--- config.mk ---
export PLATFORM = sky130hd
export DESIGN_NAME = kernel_prueba_example_control_flat
export DESIGN_NICKNAME = d
export VERILOG_FILES = /design/src/rtl/kernel_prueba_example_control_if.sv /design/src/rtl/kernel_prueba_example_control.sv /design/src/flat_wrapper.sv
export SDC_FILE = /design/constraint.sdc
export NUM_CORES = 1
export LEC_CHECK = 0
export BUFFER_PORTS_ARGS = -buffer_cell sky130_fd_sc_hd__buf_2
export CORE_AREA = 2 2 131 133
export DETAILED_ROUTE_END_ITERATION = 10
export DIE_AREA = 0 0 133 135
export GPL_TIMING_DRIVEN = 0
export PLACE_DENSITY = 0.86
export SETUP_SLACK_MARGIN = 0.05
export SKIP_CTS_REPAIR_TIMING = 1
export SLEW_MARGIN = 5
export SYNTH_ARGS = -nofsm -noshare
export SYNTH_HDL_FRONTEND = slang
export SYNTH_SLANG_ARGS = --single-unit
--- constraint.sdc ---
create_clock -name aclk -period 4.5 [get_ports aclk]
set_input_delay 0.675 -clock aclk [delete_from_list [all_inputs] [get_ports aclk]]
set_output_delay 0.675 -clock aclk [all_outputs]
set_load 0.01 [all_outputs]
--- src/rtl/kernel_prueba_example_control_if.sv ---
// Bundle of the host control/argument signals and the vadd launch/complete
// signals of the kernel control sequencer.
//   slave  : sequencer view (host start, arguments and vadd k_done in;
//            ap_* status, latched k_* arguments, k_start and run_cycles out)
//   master : environment view (host plus vadd), the mirror of slave
interface kernel_prueba_example_control_if #(
  parameter int C_M_AXI_ADDR_WIDTH = 64,
  parameter int C_XFER_SIZE_WIDTH  = 32,
  parameter int C_ADDER_BIT_WIDTH  = 32,
  parameter int C_CYCLE_CNT_WIDTH  = 32
) ();
  logic                          ap_start;
  logic                          ap_idle;
  logic                          ap_done;
  logic                          ap_ready;
  logic [C_M_AXI_ADDR_WIDTH-1:0] arg_addr_offset;
  logic [C_XFER_SIZE_WIDTH-1:0]  arg_xfer_size_in_bytes;
  logic [C_ADDER_BIT_WIDTH-1:0]  arg_constant;
  logic                          k_start;
  logic                          k_done;
  logic [C_M_AXI_ADDR_WIDTH-1:0] k_addr_offset;
  logic [C_XFER_SIZE_WIDTH-1:0]  k_xfer_size_in_bytes;
  logic [C_ADDER_BIT_WIDTH-1:0]  k_constant;
  logic [C_CYCLE_CNT_WIDTH-1:0]  run_cycles;

  modport slave (
    input  ap_start, arg_addr_offset, arg_xfer_size_in_bytes, arg_constant, k_done,
    output ap_idle, ap_done, ap_ready, k_start, k_addr_offset,
           k_xfer_size_in_bytes, k_constant, run_cycles
  );

  modport master (
    output ap_start, arg_addr_offset, arg_xfer_size_in_bytes, arg_constant, k_done,
    input  ap_idle, ap_done, ap_ready, k_start, k_addr_offset,
           k_xfer_size_in_bytes, k_constant, run_cycles
  );
endinterface

--- src/rtl/kernel_prueba_example_control.sv ---
// Kernel control sequencer placed in front of the vadd datapath. It runs the
// ap_ctrl_hs host handshake, captures and normalises the scalar arguments once
// per run, fires a one-cycle k_start to the vadd, waits for k_done and counts
// the cycles the run took.
// Ports:
//   aclk   : sole clock
//   areset : asynchronous active-high reset
//   ctrl   : kernel_prueba_example_control_if.slave (ap_* handshake, arg_*
//            inputs, k_* launch/complete and latched arguments, run_cycles)
module kernel_prueba_example_control #(
  parameter int C_M_AXI_ADDR_WIDTH = 64,
  parameter int C_M_AXI_DATA_WIDTH = 512,
  parameter int C_XFER_SIZE_WIDTH  = 32,
  parameter int C_ADDER_BIT_WIDTH  = 32,
  parameter int C_CYCLE_CNT_WIDTH  = 32
) (
  input logic aclk,
  input logic areset,
  kernel_prueba_example_control_if.slave ctrl
);

  localparam int DWB      = C_M_AXI_DATA_WIDTH / 8;
  localparam int DWB_LOG2 = $clog2(DWB);
  localparam int AW       = C_M_AXI_ADDR_WIDTH;
  localparam int XW       = C_XFER_SIZE_WIDTH;
  localparam int CW       = C_CYCLE_CNT_WIDTH;

  // Masks that clear the byte-within-beat bits.
  localparam logic [AW-1:0] ADDR_MASK = {{(AW-DWB_LOG2){1'b1}}, {DWB_LOG2{1'b0}}};
  localparam logic [XW-1:0] SIZE_MASK = {{(XW-DWB_LOG2){1'b1}}, {DWB_LOG2{1'b0}}};
  localparam logic [XW:0]   BEAT_M1   = {{(XW+1-DWB_LOG2){1'b0}}, {DWB_LOG2{1'b1}}};

  typedef enum logic [1:0] {
    ST_IDLE   = 2'd0,
    ST_LAUNCH = 2'd1,
    ST_BUSY   = 2'd2,
    ST_DONE   = 2'd3
  } state_t;

  state_t                        state_r;
  state_t                        state_next_s;
  logic                          latch_s;
  logic [XW:0]                   size_sum_s;
  logic [XW-1:0]                 size_round_s;
  logic [AW-1:0]                 addr_align_s;

  logic                          ap_idle_r;
  logic                          ap_done_r;
  logic                          ap_ready_r;
  logic                          k_start_r;
  logic [AW-1:0]                 k_addr_offset_r;
  logic [XW-1:0]                 k_xfer_size_r;
  logic [C_ADDER_BIT_WIDTH-1:0]  k_constant_r;
  logic [CW-1:0]                 run_cycles_r;

  // Argument normalisation: align the address, round the size up to whole
  // beats; the extra carry bit of the sum flags a round-up that no longer fits.
  always_comb begin
    addr_align_s = ctrl.arg_addr_offset & ADDR_MASK;
    size_sum_s   = {1'b0, ctrl.arg_xfer_size_in_bytes} + BEAT_M1;
    if (size_sum_s[XW]) begin
      size_round_s = SIZE_MASK;
    end else begin
      size_round_s = size_sum_s[XW-1:0] & SIZE_MASK;
    end
  end

  // Next-state logic; latch_s marks the single cycle where arguments are taken.
  always_comb begin
    state_next_s = state_r;
    latch_s      = 1'b0;
    case (state_r)
      ST_IDLE: begin
        if (ctrl.ap_start) begin
          latch_s = 1'b1;
          if (size_round_s == {XW{1'b0}}) begin
            state_next_s = ST_DONE;
          end else begin
            state_next_s = ST_LAUNCH;
          end
        end else begin
          state_next_s = ST_IDLE;
        end
      end
      ST_LAUNCH: state_next_s = ST_BUSY;
      ST_BUSY: begin
        if (ctrl.k_done) begin
          state_next_s = ST_DONE;
        end else begin
          state_next_s = ST_BUSY;
        end
      end
      ST_DONE: state_next_s = ST_IDLE;
      default: state_next_s = ST_IDLE;
    endcase
  end

  // State register.
  always_ff @(posedge aclk or posedge areset) begin
    if (areset) begin
      state_r <= ST_IDLE;
    end else begin
      state_r <= state_next_s;
    end
  end

  // Status/launch outputs are registered from the next state so each one is
  // valid in the same cycle the FSM occupies the matching state.
  always_ff @(posedge aclk or posedge areset) begin
    if (areset) begin
      ap_idle_r  <= 1'b1;
      ap_done_r  <= 1'b0;
      ap_ready_r <= 1'b0;
      k_start_r  <= 1'b0;
    end else begin
      ap_idle_r  <= (state_next_s == ST_IDLE);
      ap_done_r  <= (state_next_s == ST_DONE);
      ap_ready_r <= (state_next_s == ST_DONE);
      k_start_r  <= (state_next_s == ST_LAUNCH);
    end
  end

  // Argument capture; held until the next run is accepted.
  always_ff @(posedge aclk or posedge areset) begin
    if (areset) begin
      k_addr_offset_r <= {AW{1'b0}};
      k_xfer_size_r   <= {XW{1'b0}};
      k_constant_r    <= {C_ADDER_BIT_WIDTH{1'b0}};
    end else if (latch_s) begin
      k_addr_offset_r <= addr_align_s;
      k_xfer_size_r   <= size_round_s;
      k_constant_r    <= ctrl.arg_constant;
    end
  end

  // Run-cycle counter: cleared on latch, counts LAUNCH and BUSY cycles,
  // saturating at all-ones.
  always_ff @(posedge aclk or posedge areset) begin
    if (areset) begin
      run_cycles_r <= {CW{1'b0}};
    end else if (latch_s) begin
      run_cycles_r <= {CW{1'b0}};
    end else if (((state_r == ST_LAUNCH) || (state_r == ST_BUSY)) &&
                 (run_cycles_r != {CW{1'b1}})) begin
      run_cycles_r <= run_cycles_r + {{(CW-1){1'b0}}, 1'b1};
    end
  end

  assign ctrl.ap_idle              = ap_idle_r;
  assign ctrl.ap_done              = ap_done_r;
  assign ctrl.ap_ready             = ap_ready_r;
  assign ctrl.k_start              = k_start_r;
  assign ctrl.k_addr_offset        = k_addr_offset_r;
  assign ctrl.k_xfer_size_in_bytes = k_xfer_size_r;
  assign ctrl.k_constant           = k_constant_r;
  assign ctrl.run_cycles           = run_cycles_r;

endmodule

--- src/flat_wrapper.sv ---
// flat-port wrapper written by rule: the top's interface ports become plain ports
module kernel_prueba_example_control_flat 
#(
  parameter int C_M_AXI_ADDR_WIDTH = 64,
  parameter int C_M_AXI_DATA_WIDTH = 512,
  parameter int C_XFER_SIZE_WIDTH  = 32,
  parameter int C_ADDER_BIT_WIDTH  = 32,
  parameter int C_CYCLE_CNT_WIDTH  = 32
)
  (aclk, areset, ctrl_ap_start, ctrl_arg_addr_offset, ctrl_arg_xfer_size_in_bytes, ctrl_arg_constant, ctrl_k_done, ctrl_ap_idle, ctrl_ap_done, ctrl_ap_ready, ctrl_k_start, ctrl_k_addr_offset, ctrl_k_xfer_size_in_bytes, ctrl_k_constant, ctrl_run_cycles);
  kernel_prueba_example_control_if #(.C_M_AXI_ADDR_WIDTH(C_M_AXI_ADDR_WIDTH), .C_XFER_SIZE_WIDTH(C_XFER_SIZE_WIDTH), .C_ADDER_BIT_WIDTH(C_ADDER_BIT_WIDTH), .C_CYCLE_CNT_WIDTH(C_CYCLE_CNT_WIDTH)) ctrl_i ();
  input logic aclk;
  input logic areset;
  input wire logic [$bits(ctrl_i.ap_start)-1:0] ctrl_ap_start;
  input wire logic [$bits(ctrl_i.arg_addr_offset)-1:0] ctrl_arg_addr_offset;
  input wire logic [$bits(ctrl_i.arg_xfer_size_in_bytes)-1:0] ctrl_arg_xfer_size_in_bytes;
  input wire logic [$bits(ctrl_i.arg_constant)-1:0] ctrl_arg_constant;
  input wire logic [$bits(ctrl_i.k_done)-1:0] ctrl_k_done;
  output wire logic [$bits(ctrl_i.ap_idle)-1:0] ctrl_ap_idle;
  output wire logic [$bits(ctrl_i.ap_done)-1:0] ctrl_ap_done;
  output wire logic [$bits(ctrl_i.ap_ready)-1:0] ctrl_ap_ready;
  output wire logic [$bits(ctrl_i.k_start)-1:0] ctrl_k_start;
  output wire logic [$bits(ctrl_i.k_addr_offset)-1:0] ctrl_k_addr_offset;
  output wire logic [$bits(ctrl_i.k_xfer_size_in_bytes)-1:0] ctrl_k_xfer_size_in_bytes;
  output wire logic [$bits(ctrl_i.k_constant)-1:0] ctrl_k_constant;
  output wire logic [$bits(ctrl_i.run_cycles)-1:0] ctrl_run_cycles;
  assign ctrl_i.ap_start = ctrl_ap_start;
  assign ctrl_i.arg_addr_offset = ctrl_arg_addr_offset;
  assign ctrl_i.arg_xfer_size_in_bytes = ctrl_arg_xfer_size_in_bytes;
  assign ctrl_i.arg_constant = ctrl_arg_constant;
  assign ctrl_i.k_done = ctrl_k_done;
  assign ctrl_ap_idle = ctrl_i.ap_idle;
  assign ctrl_ap_done = ctrl_i.ap_done;
  assign ctrl_ap_ready = ctrl_i.ap_ready;
  assign ctrl_k_start = ctrl_i.k_start;
  assign ctrl_k_addr_offset = ctrl_i.k_addr_offset;
  assign ctrl_k_xfer_size_in_bytes = ctrl_i.k_xfer_size_in_bytes;
  assign ctrl_k_constant = ctrl_i.k_constant;
  assign ctrl_run_cycles = ctrl_i.run_cycles;
  kernel_prueba_example_control #(.C_M_AXI_ADDR_WIDTH(C_M_AXI_ADDR_WIDTH), .C_M_AXI_DATA_WIDTH(C_M_AXI_DATA_WIDTH), .C_XFER_SIZE_WIDTH(C_XFER_SIZE_WIDTH), .C_ADDER_BIT_WIDTH(C_ADDER_BIT_WIDTH), .C_CYCLE_CNT_WIDTH(C_CYCLE_CNT_WIDTH)) u_core (.aclk(aclk), .areset(areset), .ctrl(ctrl_i));
endmodule
==> results of run 1 <==
area by class of cell:
type                       count  area, um^2
buffer                        50       251.5
clock inverter                14       150.1
fill                        1441        6919
multi-input combinational    607        3065
clock buffer                  17       425.4
sequential                   153        3830
inverter                       8       33.78
tap                          220       275.3
timing repair buffer         279        1456
flip-flops by register name (all words and copies together), names as in the netlist:
name and cells:
u_core.ctrl.ap_done 1, u_core.ctrl.ap_idle 1, u_core.ctrl.k_addr_offset 58, u_core.ctrl.k_constant 32, u_core.ctrl.k_start 1, u_core.ctrl.k_xfer_size_in_bytes 26
u_core.ctrl.run_cycles 32, u_core.state_r 2
synthesized netlist by cell type, drive strengths merged (2+ instances only):
master,count
a211oi,4
a21o,5
a21oi,25
a31oi,7
a41oi,2
and2,6
and3,14
and4,8
buf,19
clkbuf,31
dfrtp,152
ha,4
inv,8
mux2,2
mux2i,3
nand2,316
nand3,23
nand4,14
nor2,44
nor2b,4
nor3,11
nor4,6
o2111ai,2
o21a,2
o21ai,25
o22ai,2
o2bb2ai,2
o31ai,3
or2,7
or3,10
or4,3
xnor2,11
xor2,18
power by group through the flow:
| stage | combinational [mW] | clock, mW | sequential (mW) |
|---|---|---|---|
| floorplan | 0.736 | 0 | 2.44 |
| global placement | 1.84 | 0 | 2.19 |
| detailed placement | 1.92 | 0 | 2.20 |
| CTS | 1.91 | 1.43 | 2.20 |
| global route | 2.09 | 1.49 | 2.26 |
| finish | 1.88 | 1.41 | 2.20 |
cell families after synthesis:
| group | count (synthesis) | synth area share, % |
|---|---|---|
| other cells | 1 | 0.05255 |
| fa+ha+maj | 4 | 0.7014 |
| xor+xnor | 29 | 3.559 |
| mux | 5 | 0.7364 |
| buf+inv | 58 | 3.945 |
| compound gates | 87 | 8.154 |
| simple gates | 470 | 29.18 |
| flops | 153 | 53.67 |
routing by layer:
metal / wire length [um] / track usage, %
met1: 8271 / 28.37
met4: 344 / 7.706
met5: 0 / 0
met2: 10290 / 38.77
met3: 1501 / 5.668
worst max path at each step:
stage / to / slack [ns] / cells past startpoint
finish: u_core.ctrl.k_start$_DFF_PP0_ / 2.00 / 8
global route: u_core.ctrl.run_cycles[5]$_DFFE_PP0P_ / 1.89 / 9
CTS: u_core.ctrl.k_start$_DFF_PP0_ / 2.01 / 8
detailed placement: u_core.ctrl.k_start$_DFF_PP0_ / 1.57 / 8
global placement: u_core.ctrl.run_cycles[6]$_DFFE_PP0P_ / 1.03 / 2
floorplan: u_core.ctrl.ap_done$_DFF_PP0_ / 1.89 / 1
==> metrics.cfg, run 1 <==
[synth]
synth-main-ff-cell=dfrtp_1
yosys.area.top_type=dfrtp_1
synth_area_leaders=dfrtp_1 53%, nand2_1 17%, nor2_1 2.3%
ys_types=62
yosysWarnings=0
syn_inst=807
ys_seq_area_share_pct=53.67
syn_area_um2=7136
synthArstFlopShare_pct=100.0
synth_edf_count=0
synth-seq-cells=153
netlist.area_leader.share_pct=53.31
avgSynthCellArea_um2=8.842

[cts]
numCtsBuffers=17
cts.sinks=153
htree_levels=4
cts_buffer_depth=2
cts_tree=built
clk_latency_ns=0.42
path_clk_slew_ns=0.06
cts-root-buf=clkbuf_16

[critical_path]
r2r-start=u_core.ctrl.run_cycles[9]$_DFFE_PP0P_
rr_worst_depth=9
worst-path-buf-inv=1
critPathLaunchType=input pin
timing.rr.end=u_core.ctrl.run_cycles[4]$_DFFE_PP0P_
cp_max_fo=7
startpoint=ctrl_arg_xfer_size_in_bytes[4]
path_cells=buf_2, or4_4, o311ai_4, nor3_1, mux2i_1, nand4_2, nor4_4, a211oi_1
critPathKind=input pin to flop
cp.required_ns=4.78
crit_family=simple AND/OR/NAND/NOR gates
slowest_delay_ns=0.55
slowest_stage=or4_4
end_kind=flop
r2r_setup_slack_ns=2.05
worstPathArrival_ns=2.78

[timing]
finalHoldViolations=0
finalSetupViolations=0
min_period_over_period_pct=55.67
fmax_ghz=0.3992
slew_headroom_pct=42.50
holdWs_ns=0.2598
fin_crit_ns=2.505
skew_ns=0.01058
fin_ws_ns=1.995
tns_ns=0
worstMarginPinSlew_ns=0.8625
rsz0062_at_grt=no
slew_violations=0

[power]
power_frac_comb_pct=34.3
powerDensity_nw_per_um2=577.9
cellLeakagePower_nw=5.012
ir_drop_v=0.0003629
sw_frac_of_total_pct=37.32
power_frac_seq_pct=40.1
clkPwrFrac_pct=25.6
p_total_mw=5.483
power.switching_mw=2.046
p_int_mw=3.436

[global_route]
globalRouteOverflowTotal=0
grt_pass1_wl_um=32270
grt_pass1_vias=6536
track_usage_pct=22.73
grt_max_degree=43
antenna_found_initial=0

[cells_and_area]
drive_gt1_share_pct=31.21
final_util_pct=57.83
mostFrequentLayoutCells=316 x nand2_1, 278 x buf_2, 152 x dfrtp_1
finalNonFillerCells=1348
final_common_cell=nand2_1
synthToLayoutAreaGrowth_pct=32.97
fin_nets=1252
diodes=0
finalInstanceArea_um2=9488

[floorplanning]
io_pins=296
die_area_um2=17960
core_um2=16410
rows=47
initial_utilization_pct=43.49
die_w_um=133
fp.dieH_um=135

[routing]
drtIter0Drc=511
drt.antenna.violating_nets=0
drc_errors=0
vias_per_cell=5.030
vias=6781
first_pass_iters=4
wl_per_cell_um=15.14
drt-total-wl_um=20410

[placed_design]
dpl_cell_area_um2=8912
place_inst=1317
dp_hpwl_um=15490
port_buffers=275
place_congestion=0.8688
post-place-ws_ns=1.574

[outcome]
status=finished, final reports clean

[job]
maxCapViolCount=0

[min_path]
hold_class=input pin to async pin

No activity file was read; power rests on OpenSTA's default activity.
==> inputs of run 2 (changes only) <==
==> constraint.sdc (replaced) <==
create_clock -name aclk -period 2.15 [get_ports aclk]
set_input_delay 0.3225 -clock aclk [delete_from_list [all_inputs] [get_ports aclk]]
set_output_delay 0.3225 -clock aclk [all_outputs]
set_load 0.01 [all_outputs]
==> run 2 against run 1 <==
The run now ends with setup timing left. Critical endpoint is now u_core.ctrl.run_cycles[14]$_DFFE_PP0P_. Combinational power is 120% higher. Power up 110%. Non-clock buffer count grew 35. Utilization is 3.5 points higher. Worst hold slack got worse by 0.18 ns. Clock power is 99% higher. Via count is 5.0% higher. Clock skew fell by 0.00058 ns. Largest cell class unchanged. Critical path depth increased by 2. Critical path type is now flop to flop. Global-route usage up 0.45 points. Die area did not move. Routed wire length increased by 9.8%.
==> metrics.cfg, run 2 (synthesis gave the netlist of run 1 again) <==
[placed_design]
dp_hpwl_um=15760
post-place-ws_ns=-0.4325
dpl_cell_area_um2=8912
place_congestion=0.8690
port_buffers=275

[critical_path]
worstPathArrival_ns=2.63
critPathLaunchType=flop
rr_worst_depth=10
cp.required_ns=2.46
cp_max_fo=5
r2r-start=u_core.ctrl.run_cycles[28]$_DFFE_PP0P_
critPathKind=flop to flop
end_kind=flop
startpoint=u_core.ctrl.run_cycles[28]$_DFFE_PP0P_

[floorplanning]
core_um2=16410
die_area_um2=17960
io_pins=296
rows=47
die_w_um=133
fp.dieH_um=135
initial_utilization_pct=43.49

[timing]
fmax_ghz=0.4311
fin_ws_ns=-0.1696
skew_ns=0.009995
min_period_over_period_pct=107.9
fin_crit_ns=2.320
slew_violations=0
rsz0062_at_grt=yes
slew_headroom_pct=57.12
worstMarginPinSlew_ns=0.6431
finalSetupViolations=22
finalHoldViolations=0

[cells_and_area]
synthToLayoutAreaGrowth_pct=40.91
fin_nets=1289
diodes=0
mostFrequentLayoutCells=312 x nand2_1, 275 x buf_2, 148 x dfrtp_1
drive_gt1_share_pct=38.16
largest_register_ffs=58
final_common_cell=nand2_1
finalInstanceArea_um2=10050

[min_path]
hp-start=ctrl_arg_addr_offset[14]
min_path_cells=3
hold_class=input pin to flop

[outcome]
violations=setup timing
status=finished, violations left

[cts]
cts_tree=built
cts-root-buf=clkbuf_16
cts_buffer_depth=2
path_clk_slew_ns=0.07
clk_latency_ns=0.43
numCtsBuffers=17
cts.sinks=153
htree_levels=4

[power]
sw_frac_of_total_pct=38.08
power_frac_seq_pct=39.9
powerDensity_nw_per_um2=1141
cellLeakagePower_nw=5.316
power_frac_comb_pct=35.6
clkPwrFrac_pct=24.5
ir_drop_v=0.0006660
p_int_mw=7.104
power.switching_mw=4.369

[routing]
wl_per_cell_um=16.16
drt-total-wl_um=22400
vias_per_cell=5.137
drc_errors=0
vias=7120
first_pass_iters=5
drt.antenna.violating_nets=0
drtIter0Drc=531

[job]
maxCapViolCount=0

[global_route]
grt_pass1_wl_um=32960
grt_max_degree=42
track_usage_pct=23.18
grt_pass1_vias=6577
antenna_found_initial=0
globalRouteOverflowTotal=0

==> run 2: cell types whose count changed in the layout (fill, tap and decap cells not counted), sizes merged <==
cell	previous run	this run
buf	298	332
clkinvlp	7	3
nand3	23	24
dlygate4sd3	0	1
inv	9	12
nor4	6	7
clkbuf	48	49
clkinv	4	7
bufinv	2	0
==> run 2: worst max-delay path, cell delays in order, from the launching register on <==
cell	delay, ns
dfrtp_1	0.41
and4_4	0.24
nand4_1	0.14
or4_4	0.56
buf_6	0.15
buf_4	0.13
buf_6	0.11
and2_4	0.15
nand3_2	0.08
xor2_1	0.16
nor2_1	0.07
==> run 2: path summary, 6_finish.rpt <==
check / endpoint / slack [ns]
max: u_core.ctrl.run_cycles[14]$_DFFE_PP0P_ / -0.17
min: u_core.ctrl.k_addr_offset[14]$_DFFE_PP0P_ / 0.08
max reg2reg: u_core.ctrl.run_cycles[14]$_DFFE_PP0P_ / -0.17
min reg2reg: u_core.ctrl.k_addr_offset[53]$_DFFE_PP0P_ / 0.47
max in group asynchronous: u_core.ctrl.k_xfer_size_in_bytes[23]$_DFFE_PP0P_ / 0.89
min in group asynchronous: u_core.ctrl.run_cycles[28]$_DFFE_PP0P_ / 0.47
==> run 2: metrics by stage <==
stage	power (mW)	TNS [ns]	hold slack (ns)	util, %	instances
global route	12.27	-2.639	0.06978	61.28	1386
floorplan	6.657	-16.43	0.4279	-	818
CTS	11.44	-19.50	-0.08017	57.70	1349
detailed placement	8.607	-21.66	0.3669	54.32	1317
finish	11.47	-1.858	0.08212	61.28	1386
global placement	8.447	-169.78	0.4479	53.83	1313
==> run 2: cell type report <==
cell class / instances / area (um^2)
multi-input cells: 609 / 3328
well taps: 220 / 275.3
clock inverters: 14 / 115.1
plain buffers: 50 / 281.5
repair buffers: 314 / 1747
inverters: 8 / 33.78
clock buffers: 18 / 439.2
fillers: 1352 / 6352
flip-flops and latches: 153 / 3835
==> run 2: routing by layer <==
metal	wire [um]	GRT usage (%)
met1	8834	28.19
met2	11240	39.87
met3	1779	7.432
met4	542	6.332
met5	0	0
==> run 2: power groups by stage <==
stage                     combinational, mW  sequential, mW  clock, mW
after CTS                              4.01            4.57       2.86
after global routing                   4.55            4.71       3.00
after global placement                 3.88            4.57          0
final                                  4.09            4.58       2.81
after floorplan                        1.54            5.12          0
after detailed placement               4.02            4.59          0
==> inputs of run 3 (changes only) <==
--- a/config.mk
+++ b/config.mk
@@ -5,14 +5,13 @@
 export SDC_FILE = /design/constraint.sdc
 export NUM_CORES = 1
 export LEC_CHECK = 0
-export BUFFER_PORTS_ARGS = -buffer_cell sky130_fd_sc_hd__buf_2
-export CORE_AREA = 2 2 131 133
+export BUFFER_PORTS_ARGS = -buffer_cell sky130_fd_sc_hd__buf_4
+export CORE_AREA = 2 2 137 139
 export DETAILED_ROUTE_END_ITERATION = 10
-export DIE_AREA = 0 0 133 135
+export DIE_AREA = 0 0 139 141
 export GPL_TIMING_DRIVEN = 0
-export PLACE_DENSITY = 0.86
+export PLACE_DENSITY = 0.8
 export SETUP_SLACK_MARGIN = 0.05
-export SKIP_CTS_REPAIR_TIMING = 1
 export SLEW_MARGIN = 5
 export SYNTH_ARGS = -nofsm -noshare
 export SYNTH_HDL_FRONTEND = slang
==> run 3 against run 2 <==
The run now ends clean. Utilization fell by 3.4 points. Routed wire length shrank 3.5%. Highest routed layer unchanged. Critical path depth stayed put. Critical path type is now input pin to flop. Clock skew fell by 0.0030 ns. Cell area grew 5.1%. Global-route usage fell by 1.3 points. Largest cell class unchanged.
==> metrics.cfg, run 3 (synthesis gave the netlist of run 1 again) <==
[outcome]
status=finished, final reports clean

[routing]
vias=6939
drtIter0Drc=374
drt-total-wl_um=21610
first_pass_iters=5
drt.antenna.violating_nets=0
drc_errors=0
vias_per_cell=4.992
wl_per_cell_um=15.55

[power]
p_total_mw=12.22
cellLeakagePower_nw=5.437
ir_drop_v=0.0006760
powerDensity_nw_per_um2=1156

[cts]
cts_tree=built
cts.sinks=153
cts_buffer_depth=2
htree_levels=4
cts-root-buf=clkbuf_16
path_clk_slew_ns=0.07
clk_latency_ns=0.42
numCtsBuffers=17

[floorplanning]
io_pins=296
initial_utilization_pct=39.06
die_area_um2=19600
fp.dieH_um=141
core_um2=18270
rows=50
die_w_um=139

[timing]
worstMarginPinSlew_ns=0.7020
fmax_ghz=0.4658
finalHoldViolations=0
finalSetupViolations=0
skew_ns=0.006990
fin_ws_ns=0.003331
min_period_over_period_pct=99.85
slew_headroom_pct=52.77
tns_ns=0
slew_violations=0
fin_crit_ns=2.147
holdWs_ns=0.08385
rsz0062_at_grt=yes

[critical_path]
critPathKind=input pin to flop
timing.rr.end=u_core.ctrl.run_cycles[5]$_DFFE_PP0P_
critPathLaunchType=input pin
worstSetupEndpoint=u_core.ctrl.ap_idle$_DFF_PP1_
cp_max_fo=10
end_kind=flop
cp.required_ns=2.49
rr_worst_depth=8
r2r_setup_slack_ns=0.09
r2r-start=u_core.ctrl.run_cycles[28]$_DFFE_PP0P_
worstPathArrival_ns=2.48
startpoint=ctrl_arg_xfer_size_in_bytes[4]

[min_path]
hp-start=ctrl_arg_constant[28]
hold_class=input pin to flop

[placed_design]
place_congestion=0.8674
place_inst=1331
dp_hpwl_um=15860
post-place-ws_ns=-0.4436
dpl_cell_area_um2=9618
port_buffers=275

[global_route]
grt_max_degree=42
grt_pass1_wl_um=34460
antenna_found_initial=0
track_usage_pct=21.89
globalRouteOverflowTotal=0
grt_pass1_vias=6837

[cells_and_area]
num-fill-cells=1598
finalNonFillerCells=1390
seq_area_um2=3831
multi_input_area_um2=3189
final_util_pct=57.86
diodes=0
final_common_cell=buf_4
finalInstanceArea_um2=10570
drive_gt1_share_pct=36.33
fin_nets=1279
largest_register_ffs=58
synthToLayoutAreaGrowth_pct=48.12
mostFrequentLayoutCells=313 x buf_4, 312 x nand2_1, 151 x dfrtp_1

[job]
maxCapViolCount=0

run 3: worst min-delay path by stage:
stage                                                end  slack [ns]  cells past startpoint
2_1_floorplan  u_core.ctrl.k_addr_offset[10]$_DFFE_PP0P_        0.43                      2
3_3_place_gp      u_core.ctrl.k_constant[23]$_DFFE_PP0P_        0.46                      2
3_5_place_dp   u_core.ctrl.k_addr_offset[59]$_DFFE_PP0P_        0.36                      2
4_1_cts           u_core.ctrl.k_constant[28]$_DFFE_PP0P_        0.06                      3
5_1_grt        u_core.ctrl.k_addr_offset[27]$_DFFE_PP0P_        0.07                      3
6_report          u_core.ctrl.k_constant[28]$_DFFE_PP0P_        0.08                      3
run 3: timing repair:
action / 4_1_cts / 5_1_grt
endpoints found under the setup margin: 121 / 126
hold endpoints to repair: 13 / 0
setup buffers: 17 / 10
hold buffers: 1 / 0
cloned: 1 / 0
pin swaps: 8 / 6
resized for setup: 26 / 42
run 3: report_power, final:
part	internal [mW]	switching, mW
Clock	1.55	1.37
Combinational	2.21	2.48
Sequential	3.99	0.625
Total	7.75	4.47
run 3: layout make-up:
type                    instances  area share (%)
clock inverters                15           1.456
repair buffers                307           22.41
clock buffers                  17           4.025
flip-flops and latches        153           36.25
inverters                       8          0.3196
multi-input cells             607           30.18
plain buffers                  49           2.593
well taps                     234           2.770
run 3: metal layers:
layer | share of wire (%) | wire length (um) | global-route usage (%) | up-vias
met3 | 7.7 | 1655 | 5.876 | 31
li1 | - | - | - | 3323
met5 | 0 | 0 | 0 | -
met2 | 50 | 10830 | 38.06 | 316
met4 | 1.9 | 416 | 6.911 | 0
met1 | 40 | 8708 | 26.66 | 3269
run 3: worst max-delay path, stage by stage:
cell      delay [ns]
buf_6           0.09
or4_4           0.56
o311ai_4        0.42
nor4_4          0.15
a21oi_1         0.28
a21oi_2         0.11
nor4_4          0.26
buf_4           0.17
buf_6           0.09
nor3_2          0.03
